--- config.mk ---
export PLATFORM = sky130hd
export DESIGN_NAME = tcm_ber_meter
export DESIGN_NICKNAME = d
export VERILOG_FILES = /design/src/rtl/tcm_ber_meter_pkg.sv /design/src/rtl/tcm_ber_meter_prbs.sv /design/src/rtl/tcm_ber_meter.sv
export SDC_FILE = /design/constraint.sdc
export NUM_CORES = 1
export LEC_CHECK = 0
export BUFFER_PORTS_ARGS = -buffer_cell sky130_fd_sc_hd__buf_2
export CELL_PAD_IN_SITES_DETAIL_PLACEMENT = 1
export CELL_PAD_IN_SITES_GLOBAL_PLACEMENT = 1
export CORE_UTILIZATION = 40
export CTS_CLUSTER_DIAMETER = 60
export DETAILED_ROUTE_END_ITERATION = 12
export PLACE_DENSITY_LB_ADDON = 0.1
export SETUP_SLACK_MARGIN = 0.2
export SLEW_MARGIN = 20
export SYNTH_ARGS = -nofsm -noshare
export SYNTH_HDL_FRONTEND = slang
export SYNTH_SLANG_ARGS = --single-unit
--- constraint.sdc ---
create_clock -name iclk -period 9.1 [get_ports iclk]
set_input_delay 0.91 -clock iclk [delete_from_list [all_inputs] [get_ports iclk]]
set_output_delay 0.91 -clock iclk [all_outputs]
set_load 0.03 [all_outputs]
--- src/rtl/tcm_ber_meter_pkg.sv ---
// Shared TCM types for the BER meter: PRBS definition, window FSM states,
// and the word popcount helper.
package tcm_ber_meter_pkg;

  localparam int unsigned PRBS_DEG = 23;
  localparam int unsigned PRBS_TAP = 18;
  localparam logic [PRBS_DEG-1:0] PRBS_SEED_DEF = 23'h7FFFFF;

  // Every code rate compares at least this many bits per word
  localparam int unsigned BASE_BITS = 8;

  typedef enum logic [1:0] {
    ST_IDLE,
    ST_WAIT_SOP,
    ST_IN_PKT,
    ST_DONE
  } ber_state_t;

  function automatic logic [4:0] popcount16(input logic [15:0] v);
    logic [4:0] c;
    c = '0;
    for (int unsigned i = 0; i < 16; i++) begin
      c = c + 5'(v[i]);
    end
    return c;
  endfunction

endpackage

--- src/rtl/tcm_ber_meter_prbs.sv ---
// Word-parallel PRBS x^23+x^18+1: oword carries the next pDAT_W sequence bits,
// first bit in the LSB.
module tcm_prbs_word
  import tcm_ber_meter_pkg::*;
#(
  parameter int unsigned         pDAT_W = 11,
  parameter logic [PRBS_DEG-1:0] pSEED  = PRBS_SEED_DEF
) (
  input  logic              iclk,
  input  logic              ireset,
  input  logic              iclkena,
  input  logic              ireload,
  input  logic              iadvance,
  output logic [pDAT_W-1:0] oword
);

  logic [PRBS_DEG-1:0] lfsr_q, lfsr_d;
  logic [PRBS_DEG-1:0] base, walk;
  logic                nb;

  // A reload takes effect on the same word, so the seed feeds the word logic directly
  always_comb begin
    base  = ireload ? pSEED : lfsr_q;
    walk  = base;
    oword = '0;
    nb    = 1'b0;
    for (int unsigned i = 0; i < pDAT_W; i++) begin
      nb       = walk[PRBS_DEG-1] ^ walk[PRBS_TAP-1];
      oword[i] = nb;
      walk     = {walk[PRBS_DEG-2:0], nb};
    end
    lfsr_d = iadvance ? walk : base;
  end

  always_ff @(posedge iclk) begin
    if (ireset) begin
      lfsr_q <= pSEED;
    end else if (iclkena) begin
      lfsr_q <= lfsr_d;
    end
  end

endmodule

--- src/rtl/tcm_ber_meter.sv ---
// Bit/frame error meter for a TCM decoder output: compares decoded words to the
// reference PRBS over a window of packets with saturating counters.
module tcm_ber_meter
  import tcm_ber_meter_pkg::*;
#(
  parameter int unsigned         pDAT_W = 11,
  parameter int unsigned         pCNT_W = 40,
  parameter int unsigned         pPKT_W = 16,
  parameter logic [PRBS_DEG-1:0] pSEED  = PRBS_SEED_DEF
) (
  input  logic              iclk,
  input  logic              ireset,
  input  logic              iclkena,
  input  logic [1:0]        icode,
  input  logic              istart,
  input  logic [pPKT_W-1:0] inpkt,
  input  logic              isop,
  input  logic              ival,
  input  logic              ieop,
  input  logic [pDAT_W-1:0] idat,
  output logic              obusy,
  output logic              odone,
  output logic [pCNT_W-1:0] obit_cnt,
  output logic [pCNT_W-1:0] obiterr,
  output logic [pPKT_W-1:0] opkt_cnt,
  output logic [pPKT_W-1:0] ofrm_err,
  output logic [pPKT_W-1:0] opkt_lost,
  output logic              osat
);

  ber_state_t        st_q, st_d;
  logic [1:0]        code_q;
  logic [pPKT_W-1:0] npkt_q, seen_q, seen_nxt;
  logic              acc, sop_acc, eop_acc, lost, last, reload;

  logic [1:0]        word_code;
  logic [3:0]        word_bits;
  logic [pDAT_W-1:0] ref_word, mask;
  logic [15:0]       diff;

  logic              s1_val_q, s1_sop_q, s1_eop_q, s1_lost_q, s1_last_q;
  logic [4:0]        s1_err_q;
  logic [3:0]        s1_nbits_q;

  logic [pCNT_W-1:0] bit_q, err_q;
  logic [pPKT_W-1:0] pkt_q, frm_q, lost_q;
  logic              sat_q, busy_q, done_q, pkt_err_q;

  logic [pCNT_W:0]   bit_sum, err_sum;
  logic [pPKT_W:0]   pkt_sum, frm_sum, lost_sum;
  logic              pkt_err_now, ovf;

  tcm_prbs_word #(
    .pDAT_W (pDAT_W),
    .pSEED  (pSEED)
  ) u_prbs (
    .iclk     (iclk),
    .ireset   (ireset),
    .iclkena  (iclkena),
    .ireload  (reload),
    .iadvance (acc),
    .oword    (ref_word)
  );

  always_comb begin
    st_d     = st_q;
    acc      = 1'b0;
    sop_acc  = 1'b0;
    eop_acc  = 1'b0;
    lost     = 1'b0;
    last     = 1'b0;
    reload   = 1'b0;
    seen_nxt = seen_q + pPKT_W'(1);
    if (istart) begin
      st_d = ST_WAIT_SOP;
    end else if (ival) begin
      case (st_q)
        ST_WAIT_SOP, ST_IN_PKT: begin
          if (isop || st_q == ST_IN_PKT) begin
            acc     = 1'b1;
            sop_acc = isop;
            lost    = isop && (st_q == ST_IN_PKT);
            reload  = isop;
            st_d    = ST_IN_PKT;
            if (ieop) begin
              eop_acc = 1'b1;
              last    = (npkt_q != '0) && (seen_nxt == npkt_q);
              st_d    = last ? ST_DONE : ST_WAIT_SOP;
            end
          end
        end
        default: ;
      endcase
    end
  end

  // A start-of-packet word is compared at the code rate it carries itself
  always_comb begin
    word_code = sop_acc ? icode : code_q;
    word_bits = 4'(BASE_BITS) + {2'b00, word_code};
    mask      = '0;
    for (int unsigned i = 0; i < pDAT_W; i++) begin
      mask[i] = (i < {28'd0, word_bits});
    end
    diff = 16'((idat ^ ref_word) & mask);
  end

  always_ff @(posedge iclk) begin
    if (ireset) begin
      st_q   <= ST_IDLE;
      code_q <= '0;
      npkt_q <= '0;
      seen_q <= '0;
    end else if (iclkena) begin
      st_q <= st_d;
      if (istart) begin
        npkt_q <= inpkt;
        seen_q <= '0;
      end else if (eop_acc) begin
        seen_q <= seen_nxt;
      end
      if (sop_acc) code_q <= icode;
    end
  end

  always_ff @(posedge iclk) begin
    if (ireset) begin
      s1_val_q   <= 1'b0;
      s1_sop_q   <= 1'b0;
      s1_eop_q   <= 1'b0;
      s1_lost_q  <= 1'b0;
      s1_last_q  <= 1'b0;
      s1_err_q   <= '0;
      s1_nbits_q <= '0;
    end else if (iclkena) begin
      s1_val_q   <= acc;
      s1_sop_q   <= sop_acc;
      s1_eop_q   <= eop_acc;
      s1_lost_q  <= lost;
      s1_last_q  <= last;
      s1_err_q   <= popcount16(diff);
      s1_nbits_q <= word_bits;
    end
  end

  always_comb begin
    bit_sum     = {1'b0, bit_q} + (pCNT_W+1)'(s1_nbits_q);
    err_sum     = {1'b0, err_q} + (pCNT_W+1)'(s1_err_q);
    pkt_sum     = {1'b0, pkt_q} + (pPKT_W+1)'(1);
    frm_sum     = {1'b0, frm_q} + (pPKT_W+1)'(1);
    lost_sum    = {1'b0, lost_q} + (pPKT_W+1)'(1);
    pkt_err_now = (s1_sop_q ? 1'b0 : pkt_err_q) | (s1_err_q != '0);
    ovf = bit_sum[pCNT_W] | err_sum[pCNT_W] | (s1_lost_q & lost_sum[pPKT_W]) |
          (s1_eop_q & (pkt_sum[pPKT_W] | (pkt_err_now & frm_sum[pPKT_W])));
  end

  always_ff @(posedge iclk) begin
    if (ireset) begin
      bit_q     <= '0;
      err_q     <= '0;
      pkt_q     <= '0;
      frm_q     <= '0;
      lost_q    <= '0;
      sat_q     <= 1'b0;
      busy_q    <= 1'b0;
      done_q    <= 1'b0;
      pkt_err_q <= 1'b0;
    end else if (iclkena) begin
      if (istart) begin
        bit_q     <= '0;
        err_q     <= '0;
        pkt_q     <= '0;
        frm_q     <= '0;
        lost_q    <= '0;
        sat_q     <= 1'b0;
        busy_q    <= 1'b1;
        done_q    <= 1'b0;
        pkt_err_q <= 1'b0;
      end else begin
        done_q <= 1'b0;
        if (s1_val_q) begin
          bit_q     <= bit_sum[pCNT_W] ? '1 : bit_sum[pCNT_W-1:0];
          err_q     <= err_sum[pCNT_W] ? '1 : err_sum[pCNT_W-1:0];
          pkt_err_q <= s1_eop_q ? 1'b0 : pkt_err_now;
          if (s1_lost_q) lost_q <= lost_sum[pPKT_W] ? '1 : lost_sum[pPKT_W-1:0];
          if (s1_eop_q) begin
            pkt_q <= pkt_sum[pPKT_W] ? '1 : pkt_sum[pPKT_W-1:0];
            if (pkt_err_now) frm_q <= frm_sum[pPKT_W] ? '1 : frm_sum[pPKT_W-1:0];
          end
          if (s1_last_q) begin
            done_q <= 1'b1;
            busy_q <= 1'b0;
          end
          if (ovf) sat_q <= 1'b1;
        end
      end
    end
  end

  assign obusy     = busy_q;
  assign odone     = done_q;
  assign obit_cnt  = bit_q;
  assign obiterr   = err_q;
  assign opkt_cnt  = pkt_q;
  assign ofrm_err  = frm_q;
  assign opkt_lost = lost_q;
  assign osat      = sat_q;

endmodule
==> results.md <==
- Status: finished clean
- Register area: 4020 um^2
- Routability cong.: 0.817
- Ant. Diodes: 0
- Drt via density: 5.93
- Worst vdd ir: 0.122 mV
- Die Span Y: 169 um
- Initial DRT Pass Iterations: 5
- Routed wire length: 38300 um
- Syn_nets: 1570
- Ports: 167
- Largest net degree at the start of global routing: 83
- TritonCTS Buffers: 27
- Commonest cells after routing, fill and taps aside: dfxtp_1 (201), o21ai_0 (183), buf_2 (165), nand2_1 (160), nor2_1 (153)
- Mean Syn Cell Area: 7.39 um^2
- Per-cell routed wire length: 19.1 um
- Area Overhead vs Synth: 17.4%
- Syn. warnings: 0
- Final hold vios: 0
- Worst Tran Pin Value: 1040 ps
- Area leader, netlist: dfxtp_1
- Number of H-tree levels: 1
- Critical Path End Type: flop
- Pwr/cell area: 158 nW/um^2
- Clk slew on worst S/H paths: 60 ps
- Setup_tns: 0 ps
- Max Buffers Root-to-Sink: 3
- Via count: 11920
- Dpl ws: 3820 ps
- Fin crit share: 51.8%
- Highest clock rate: 212 MHz
- Asr flop ratio synth: 0%
- Post-route antenna net violation count: 0
- Die W: 169 um
- Synth area leaders: dfxtp_1 (36%), o21ai_0 (8.2%), a21oi_1 (6.3%)
- Unrepaired setup endpoints after global routing: false
- First DRT Iteration DRCs: 674
- Sequential element share of the synthesized area: 36.0%
- Full die area: 28600 um^2
- Post-Synthesis Cells: 1512
- Post-CTS Setup Inserts: 0
- Hold Crit Class: flop to flop
- Final setup vio count: 0
- Vias in the first global route: 11866
- Critical Path RT: 9540 ps
- #FFs+latches synth: 201
- Remaining global-route overflow: 0
- Rel. slew slack: 30.2%
- Cell variety after synth: 70
- Final WS setup: 4380 ps
- Ys flop type: dfxtp_1
- DP HPWL: 25600 um
- Layout cells sized above 1: 14.9%
- Max-slew violation count: 0
- Clk root buf: clkbuf_16
- CTS sink count: 201
- TritonCTS clock tree: done
- EDFF count, synth: 0
- Final Power: 0.00207 W
- Clk_skew: 11.3 ps
- Initial Util: 41.1%
- I/O Buffers: 166
- Num rows: 60
- LEAKAGE: 5.07 nW
- Antenna violations before repair: 0
- Multi-input gate area: 6710 um^2
- Gates resized, CTS repair: 0
- Final Net Count: 1684
- Startpoint Class: input port
- CP max FO: 27
- All-layer global routing usage: 26.4%
- Area share of the largest cell type after synthesis: 36.0%
- Core area: 27200 um^2
- Worst-Skew Late Latency: 530 ps
- Min cycle time layout: 4720 ps
- Synthesized area: 11200 um^2
- Worst EP arrival: 5160 ps
- Crit Path Class: input port to flop
- Hold Buf Count CTS: 0
- Commonest non-fill, non-tap cell in the layout: dfxtp_1
- Drc violations: 0
- Max Cap Viol: 0
- First-pass GRT wire length: 62100 um
- FILL cells: 3435
[synthesized netlist by cell type, drive strengths merged (5+ instances only)]
cell and number:
o21ai 204, dfxtp 201, nand2 160, nor2 156, a21oi 141, clkbuf 81, nand3 64, nor3 60
a31oi 48, nor4 37, nand4 35, xnor2 35, inv 29, and3 24, a21o 19, or3 18
buf 16, ha 13, xor2 13, a211oi 12, a41oi 12, or4 12, and4 11, and2 10
fa 9, o21a 8, nand3b 7, nor2b 7, or2 7, nor3b 6, mux2i 5
[cell families (layout without fill, tap and decap cells)]
logic type	count (synthesis)	count (layout)	synth area share [%]
xor+xnor	48	48	3.76
fa+ha+maj	22	22	3.07
compound gates	484	484	24.8
mux	5	5	0.448
buf+inv	127	254	4.33
simple gates	625	625	27.7
flops	201	201	36.0
[per-layer routing]
layer / part of all wire (%) / vias up / GRT usage (%)
li1: - / 5732 / -
met1: 47 / 5882 / 35.4
met2: 47 / 259 / 44.9
met3: 4.5 / 47 / 3.13
met4: 1.8 / 0 / 6.82
met5: 0 / - / 0
[metrics by stage]
| step | std cells | hold slack [ps] | utilization (%) | instance area, um^2 |
|---|---|---|---|---|
| floorplan | 1512 | 436 | - | 11200 |
| global placement | 1969 | 448 | 45.1 | 12300 |
| detailed placement | 1969 | 456 | 45.1 | 12300 |
| CTS | 2011 | 464 | 48.3 | 13100 |
| global route | 2011 | 497 | 48.3 | 13100 |
| finish | 2011 | 464 | 48.3 | 13100 |
[worst max-delay path, stage by stage]
cell and delay (ps):
buf_2 390, inv_2 170, nand3_1 150, nor2_2 40, buf_4 220, nor2_1 210, xor2_1 160, nand2b_1 80
fa_1 480, inv_1 50, fa_1 470, inv_1 50, fa_1 540, inv_1 60, fa_1 440, inv_1 80
fa_1 410, a211oi_1 230
[layout make-up]
| class | count | area share, % |
|---|---|---|
| Multi-Input combinational cell | 1184 | 51.1 |
| Inverter | 30 | 0.867 |
| Timing Repair Buffer | 182 | 7.26 |
| Sequential cell | 201 | 30.7 |
| Tap cell | 372 | 3.55 |
| Clock buffer | 34 | 5.58 |
| Clock inverter | 8 | 0.953 |
[state kept, by name, summed over array words and instances, names as in the netlist, 2 cells and up]
signal         flops
obit_cnt          40
obiterr           40
u_prbs.lfsr_q     23
npkt_q            16
ofrm_err          16
opkt_cnt          16
opkt_lost         16
seen_q            16
s1_err_q           4
s1_nbits_q         2
st_q               2
[worst paths after layout]
check / startpoint / to / slack, ps / cells past startpoint
worst max-delay path: istart / s1_err_q[1]$_SDFFE_PP0P_ / 4380 / 18
worst min-delay path: s1_sop_q$_SDFFE_PP0P_ / s1_sop_q$_SDFFE_PP0P_ / 460 / 2
worst max register to register: st_q[0]$_SDFFE_PP0P_ / s1_err_q[1]$_SDFFE_PP0P_ / 4720 / 15
worst min register to register: s1_sop_q$_SDFFE_PP0P_ / s1_sop_q$_SDFFE_PP0P_ / 460 / 2
[power by group]
group	internal, W	switching, W	leakage, nW
registers	0.000889	0.00000954	1.62
clock network	0.000645	0.000400	0.418
logic	0.0000444	0.0000843	3.03
total	0.00158	0.000494	5.07
No activity file was read; power rests on OpenSTA's default activity.
